### src/rtl/u01_pkg.sv
// u01_pkg: shared constants, FSM state type and arithmetic helpers for the
// multi-channel uniform generator.
//   xs32_step  : one xorshift32 step (13/17/5 shifts)
//   u24_to_f32 : exact conversion of a 24-bit fraction k/2^24 to float32
package u01_pkg;

  localparam int XS_A        = 13;
  localparam int XS_B        = 17;
  localparam int XS_C        = 5;
  localparam int FP_BIAS_OFF = 103;  // 127 - 24: exponent bias minus fraction width

  typedef enum logic [1:0] {
    ST_IDLE = 2'd0,
    ST_WARM = 2'd1,
    ST_RUN  = 2'd2
  } u01_state_e;

  function automatic logic [31:0] xs32_step(input logic [31:0] x);
    logic [31:0] v;
    v = x ^ (x << XS_A);
    v = v ^ (v >> XS_B);
    v = v ^ (v << XS_C);
    return v;
  endfunction

  // Priority encoder finds the MSB position p; the value k/2^24 is then
  // 2^(p-24) * 1.frac, so no rounding is ever needed.
  function automatic logic [31:0] u24_to_f32(input logic [23:0] k);
    logic [4:0]  p;
    logic [7:0]  e;
    logic [23:0] sh;
    p = '0;
    for (int i = 0; i < 24; i++) begin
      if (k[i]) p = 5'(i);
    end
    e  = 8'(FP_BIAS_OFF) + {3'b000, p};
    sh = k << (5'd23 - p);
    if (k == '0) return 32'h0000_0000;
    return {1'b0, e, sh[22:0]};
  endfunction

endpackage

### src/rtl/u01_lane.sv
// u01_lane: one channel of the uniform generator.
//   clk, rst      : clock, async active-high reset
//   i_load        : load i_seed_state into the xorshift state (has priority)
//   i_seed_state  : full 32-bit initial state for this channel
//   i_step        : advance the xorshift state by one step
//   i_capture     : register conv(next state) into o_data
//   o_data        : float32 uniform for this channel
module u01_lane
  import u01_pkg::*;
#(
  parameter int OPEN = 1
) (
  input  logic        clk,
  input  logic        rst,
  input  logic        i_load,
  input  logic [31:0] i_seed_state,
  input  logic        i_step,
  input  logic        i_capture,
  output logic [31:0] o_data
);

  logic [31:0] r_state;
  logic [31:0] r_data;
  logic [31:0] w_next;
  logic [23:0] w_k;

  assign w_next = xs32_step(r_state);
  // OPEN forces the LSB high so k is never 0 and the result lies in (0,1)
  assign w_k    = {w_next[31:9], (OPEN != 0)};
  assign o_data = r_data;

  always_ff @(posedge clk or posedge rst) begin
    if (rst) begin
      r_state <= '0;
      r_data  <= '0;
    end else begin
      if (i_load) begin
        r_state <= i_seed_state;
      end else if (i_step) begin
        r_state <= w_next;
      end
      if (i_capture && !i_load) begin
        r_data <= u24_to_f32(w_k);
      end
    end
  end

endmodule

### src/rtl/u01_vec.sv
// u01_vec: NUM_CH parallel xorshift32 uniform generators with shared seeding,
// optional warm-up discard and a valid/ready output.
//   clk, rst  : clock, async active-high reset
//   en, seed  : seed-load strobe and 23-bit seed
//   out_valid : out_data holds a fresh vector
//   out_ready : consumer accepts the vector
//   out_data  : float32 per channel, channel c at [32c+31:32c]
//   busy      : high while discarding warm-up steps
module u01_vec
  import u01_pkg::*;
#(
  parameter int NUM_CH = 4,
  parameter int WARMUP = 16,
  parameter int OPEN   = 1
) (
  input  logic                  clk,
  input  logic                  rst,
  input  logic                  en,
  input  logic [22:0]           seed,
  output logic                  out_valid,
  input  logic                  out_ready,
  output logic [32*NUM_CH-1:0]  out_data,
  output logic                  busy
);

  localparam logic [15:0] WARM_INIT = 16'(WARMUP);

  u01_state_e  r_state;
  logic [15:0] r_cnt;
  logic        r_valid;
  logic        r_busy;

  logic w_fire;
  logic w_step;
  logic w_capture;

  assign w_fire    = out_ready | ~r_valid;
  // en wins over any stepping in the same cycle
  assign w_capture = ~en & (r_state == ST_RUN) & w_fire;
  assign w_step    = ~en & ((r_state == ST_WARM) | ((r_state == ST_RUN) & w_fire));

  assign out_valid = r_valid;
  assign busy      = r_busy;

  always_ff @(posedge clk or posedge rst) begin
    if (rst) begin
      r_state <= ST_IDLE;
      r_cnt   <= '0;
      r_valid <= 1'b0;
      r_busy  <= 1'b0;
    end else if (en) begin
      r_valid <= 1'b0;
      if (WARMUP == 0) begin
        r_state <= ST_RUN;
        r_cnt   <= '0;
        r_busy  <= 1'b0;
      end else begin
        r_state <= ST_WARM;
        r_cnt   <= WARM_INIT;
        r_busy  <= 1'b1;
      end
    end else begin
      unique case (r_state)
        ST_IDLE: begin
          r_valid <= 1'b0;
        end
        ST_WARM: begin
          r_cnt <= r_cnt - 16'd1;
          if (r_cnt == 16'd1) begin
            r_state <= ST_RUN;
            r_busy  <= 1'b0;
          end
        end
        ST_RUN: begin
          if (w_fire) r_valid <= 1'b1;
        end
        default: begin
          r_state <= ST_IDLE;
          r_valid <= 1'b0;
          r_busy  <= 1'b0;
        end
      endcase
    end
  end

  for (genvar c = 0; c < NUM_CH; c++) begin : g_lane
    logic [31:0] w_seed_state;
    // low nine ones guarantee a nonzero xorshift state for any seed
    assign w_seed_state = {seed ^ 23'(c), 9'h1FF};

    u01_lane #(.OPEN(OPEN)) u_lane (
      .clk          (clk),
      .rst          (rst),
      .i_load       (en),
      .i_seed_state (w_seed_state),
      .i_step       (w_step),
      .i_capture    (w_capture),
      .o_data       (out_data[32*c +: 32])
    );
  end

endmodule

### config.mk
export PLATFORM = sky130hd
export DESIGN_NAME = u01_vec
export DESIGN_NICKNAME = d
export VERILOG_FILES = /design/src/rtl/u01_pkg.sv /design/src/rtl/u01_lane.sv /design/src/rtl/u01_vec.sv
export SDC_FILE = /design/constraint.sdc
export NUM_CORES = 1
export LEC_CHECK = 0
export ABC_CLOCK_PERIOD_IN_PS = 11850
export BUFFER_PORTS_ARGS = -buffer_cell sky130_fd_sc_hd__buf_4
export CORE_MARGIN = 4
export CORE_UTILIZATION = 62
export CTS_CLUSTER_DIAMETER = 100
export DETAILED_ROUTE_END_ITERATION = 10
export PLACE_DENSITY = 0.88
export SLEW_MARGIN = 10
export SYNTH_ARGS = -nofsm -noshare
export SYNTH_HDL_FRONTEND = slang
export SYNTH_SLANG_ARGS = --single-unit
### constraint.sdc
create_clock -name clk -period 11.85 [get_ports clk]
set_input_delay 1.185 -clock clk [delete_from_list [all_inputs] [get_ports clk]]
set_output_delay 1.185 -clock clk [all_outputs]
set_load 0.02 [all_outputs]
==> out/summary.md <==
The number of flops mapped to enable cells by yosys was 0; the count of endpoints failing hold in the final timing report was 0. Synthesis inferred 271 register bits. The number of cells traversed by the worst hold path is 1. For this run, global-route usage on met3 was measured as 8.05%. Synthesis instantiated 82 different standard cells from the library. The net count of the finished layout was 2233. The combined global-route utilization of all metal layers is 34.2%.

The flow ran to the end, and the final reports show no timing, DRC or antenna violations. CTS H-tree depth: 1. STA puts the critical path data required time at 12280 ps.

The combined area of the multi-input logic cells came out at 0.0119 mm². The ratio of cells with drive above 1 in the final layout is 13.5%, and the via count of the first global-routing pass is 17179. Counting both buffers and inverters, the worst setup path holds a total of 2. The main combinational cell family by area after synthesis is compound AO/OA/AOI/OAI gates. The growth of design area from synthesis to finish came out at 12.0%. After synthesis, the mean cell area works out to 9.10 µm².

The core region is 0.0306 mm². The clock slew at the register clock pins of the worst setup and hold paths was 60 ps; the basic-gate share of the synthesized area counting and, or, nand and nor cells was 14.2%. The tool flagged a number of max-cap violations equal to 0. The signal on the critical path passes through xnor2_1 -> xor2_1 -> a211oi_1 -> o31ai_1 -> o21a_1 -> inv_2 -> o41ai_1 -> a222oi_1 -> a221oi_1 -> inv_1 -> a22oi_1 -> a31oi_1.

The floorplan step set the die width to 184 µm. The setup check on the worst reg-to-reg path leaves a slack of 6720 ps. The count of buffers added on input and output ports is 152.

The worst setup path is of the flop to flop kind. The total overflow reported by the global router is 0. The number of setup buffers added after CTS is 0.

At the end of routability-driven placement, the weighted congestion stood at 1.01. The fmax is 195 MHz. Setup repair after global routing left no endpoint under its margin. The top-area cell type share of the netlist area is 35.3%, and the initial antenna violation count is 1.

During synthesis, Yosys emitted a total of 0 warnings. Counting I/O delays and the setup requirement, the final critical path takes 5130 ps. The adder and majority gate portion of the synthesized area was 1.17%. The area fraction in compound gates after synthesis was 21.7%; the count of clock tree sinks was 271. The largest incremental delay on the critical path was 720 ps; the data arrival time of the worst path was 5560 ps. Terminus of the critical flop-to-flop path: g_lane[2].u_lane.o_data[22].

STA classifies the critical path endpoint as a flop. The tools report the start point of the worst min-delay path as g_lane[2].u_lane.o_data[29]. The tools report the half-perimeter wire length after placement as 42600 µm. The commonest non-fill, non-tap cell in the layout was dfrtp_1.

Once the floorplan was initialized, standard cells occupied 62.9% of the core. The repair_antennas step left the layout with diodes totalling 0. The tools report the max-slew headroom at the worst pin as 20.1%. The average detailed-routed wire length per instance came out at 23.0 µm. The tightest min-delay check is of the flop to flop type. The number of vias in the routed layout was 17634. Most used routing layer: met2. Iteration-0 DRC count of the detailed router: 2279.

Among cell families on the critical path, the largest total delay comes from compound AO/OA/AOI/OAI gates. The worst register-to-register path has a depth of 12. The run gives 46.0% as the routing usage on met1. Cell with the largest stage delay on the worst path: o21a_1.

The critical path starts at g_lane[2].u_lane.r_state[13]. The tree is rooted in a clkbuf_16. The multiplexer share of the synthesized area is 6.25%, and the number of max-slew violations in the final report is 0. For the total setup violations reported at the end of the flow, the log shows 0. Row generation in the floorplan step produced 64 rows.

TritonCTS built the clock tree. The commonest register cell after synthesis is dfrtp_1. The post-cts sizing count is 0. Of the synthesized area, sequential elements account for 35.3%.

The final period utilization came out at 43.3%. By area the synthesized netlist is led by dfrtp_1 35%, xnor2_1 8.0%, o21ai_0 5.1%. In this run the cell area of the synthesized design comes to 0.0192 mm². Clock latency on the worst-skew pair, taken at its later pin, is 590 ps.

After filler insertion, the fill cell instance count of the layout stands at 2363. For the cts-stage hold buffer count, the log shows 0. The global-route wire length before repair came out at 93600 µm. The die boundary height works out to 184 µm.

At the pin with the least slew margin, the transition time is 1200 ps. The biggest fanout along the worst timing path is 24, and the accumulated negative setup slack is 0 ps. The biggest area contributor in the post-synthesis netlist is dfrtp_1.

Following the worst setup path forward leads to its endpoint at g_lane[2].u_lane.o_data[22]. For this run, design rule violations remaining after detail routing come to 0. For the area of all sequential standard cells, the log shows 0.00678 mm². STA classifies the critical path startpoint as a flop. Buffers inserted during clock tree synthesis total 30. The tools report the startpoint of the most critical register-to-register path as g_lane[2].u_lane.r_state[13]. For the global routing met2 resource utilization, the log shows 54.2%.

The die covers 0.0339 mm². The detail route stage leaves a number of antenna-violating nets equal to 0. For this design the top-level I/O count stands at 157. For this block, the routed nets add up to 60000 µm of wire. Leaving out fill and tap cells, the most frequent cells in the layout are 271 x dfrtp_1, 248 x nand2_1, 194 x o21ai_0. The share of the synthesized netlist area taken by xor and xnor gates was 18.1%. In the synthesized netlist, the number of instances is 2112.

The tools report the maximum clock path buffer count as 3. The critical path crosses 12 cells after its start point. After synthesis, the share of flip-flops with an asynchronous set or reset is 100%. The first TritonRoute pass finished after 9 iterations.

Using the TritonRoute via totals, the vias-per-cell ratio works out to 6.77. The run gives 27.3 ps as the final clock skew. Entering global routing, the biggest net connects 123 pins.
flip-flops by register name, summed over array words and instances, names as in the netlist:
| register | flops |
|---|---|
| out_valid | 1 |
| g_lane.u_lane.r_state | 128 |
| g_lane.u_lane.o_data | 124 |
| r_cnt | 16 |
| r_state | 2 |
Yosys cell counts, drive strengths merged (10+ instances only):
| cell type | count |
|---|---|
| a22o | 22 |
| a21o | 17 |
| a22oi | 64 |
| nor3 | 57 |
| a211oi | 18 |
| inv | 29 |
| xnor2 | 179 |
| dfrtp | 271 |
| a21oi | 147 |
| nand2 | 248 |
| buf | 36 |
| o21ai | 200 |
| nand2b | 18 |
| or3b | 21 |
| and3 | 16 |
| mux2i | 95 |
| and2 | 22 |
| or3 | 10 |
| xor2 | 63 |
| a221oi | 12 |
| xor3 | 17 |
| nor2 | 140 |
| o21bai | 11 |
| o31ai | 12 |
| a222oi | 11 |
| mux2 | 22 |
| nand3 | 28 |
| xnor3 | 41 |
| ha | 18 |
| a31oi | 20 |
| o211ai | 27 |
| nor4 | 10 |
| clkbuf | 95 |
| o21a | 10 |
per-stage QoR:
| step | cell area, µm² | cells | setup WS, ps | util, % | hold WS, ps |
|---|---|---|---|---|---|
| floorplan | 19200 | 2115 | 3200 | - | 482 |
| global placement | 20600 | 2552 | 7060 | 67.2 | 451 |
| detailed placement | 20600 | 2552 | 6940 | 67.2 | 454 |
| CTS | 21500 | 2606 | 6920 | 70.4 | 471 |
| global route | 21500 | 2606 | 6400 | 70.4 | 485 |
| finish | 21500 | 2606 | 6720 | 70.4 | 464 |
worst min-delay path by stage:
stage	end
after floorplan	r_cnt[4]
after global placement	g_lane[2].u_lane.o_data[29]
after detailed placement	g_lane[1].u_lane.o_data[29]
after CTS	g_lane[1].u_lane.o_data[29]
after global routing	g_lane[2].u_lane.o_data[29]
final	g_lane[2].u_lane.o_data[29]
metal layers:
layer	routed length [µm]	up-vias
li1	-	7789
met2	27700	1058
met5	34	-
met3	5990	208
met4	2560	4
met1	23700	8575
kinds of logic (layout without fill, tap and decap cells):
| family | after synthesis | after routing |
|---|---|---|
| simple gates | 598 | 598 |
| compound gates | 646 | 646 |
| flops | 271 | 271 |
| xor+xnor | 300 | 300 |
| fa+ha+maj | 18 | 18 |
| mux | 117 | 117 |
| other cells | 1 | 4 |
| buf+inv | 161 | 256 |
final cells by class:
type / count / area share (%)
repair buffers: 172 / 6.00
clock inverters: 9 / 0.407
flip-flops and latches: 271 / 31.5
multi-input cells: 1683 / 55.1
well taps: 396 / 2.30
inverters: 30 / 0.581
clock buffers: 45 / 4.12
Power is left out: the tool's default activity adds up to more than one toggle a clock period on the data nets, which glitch-free logic cannot reach.
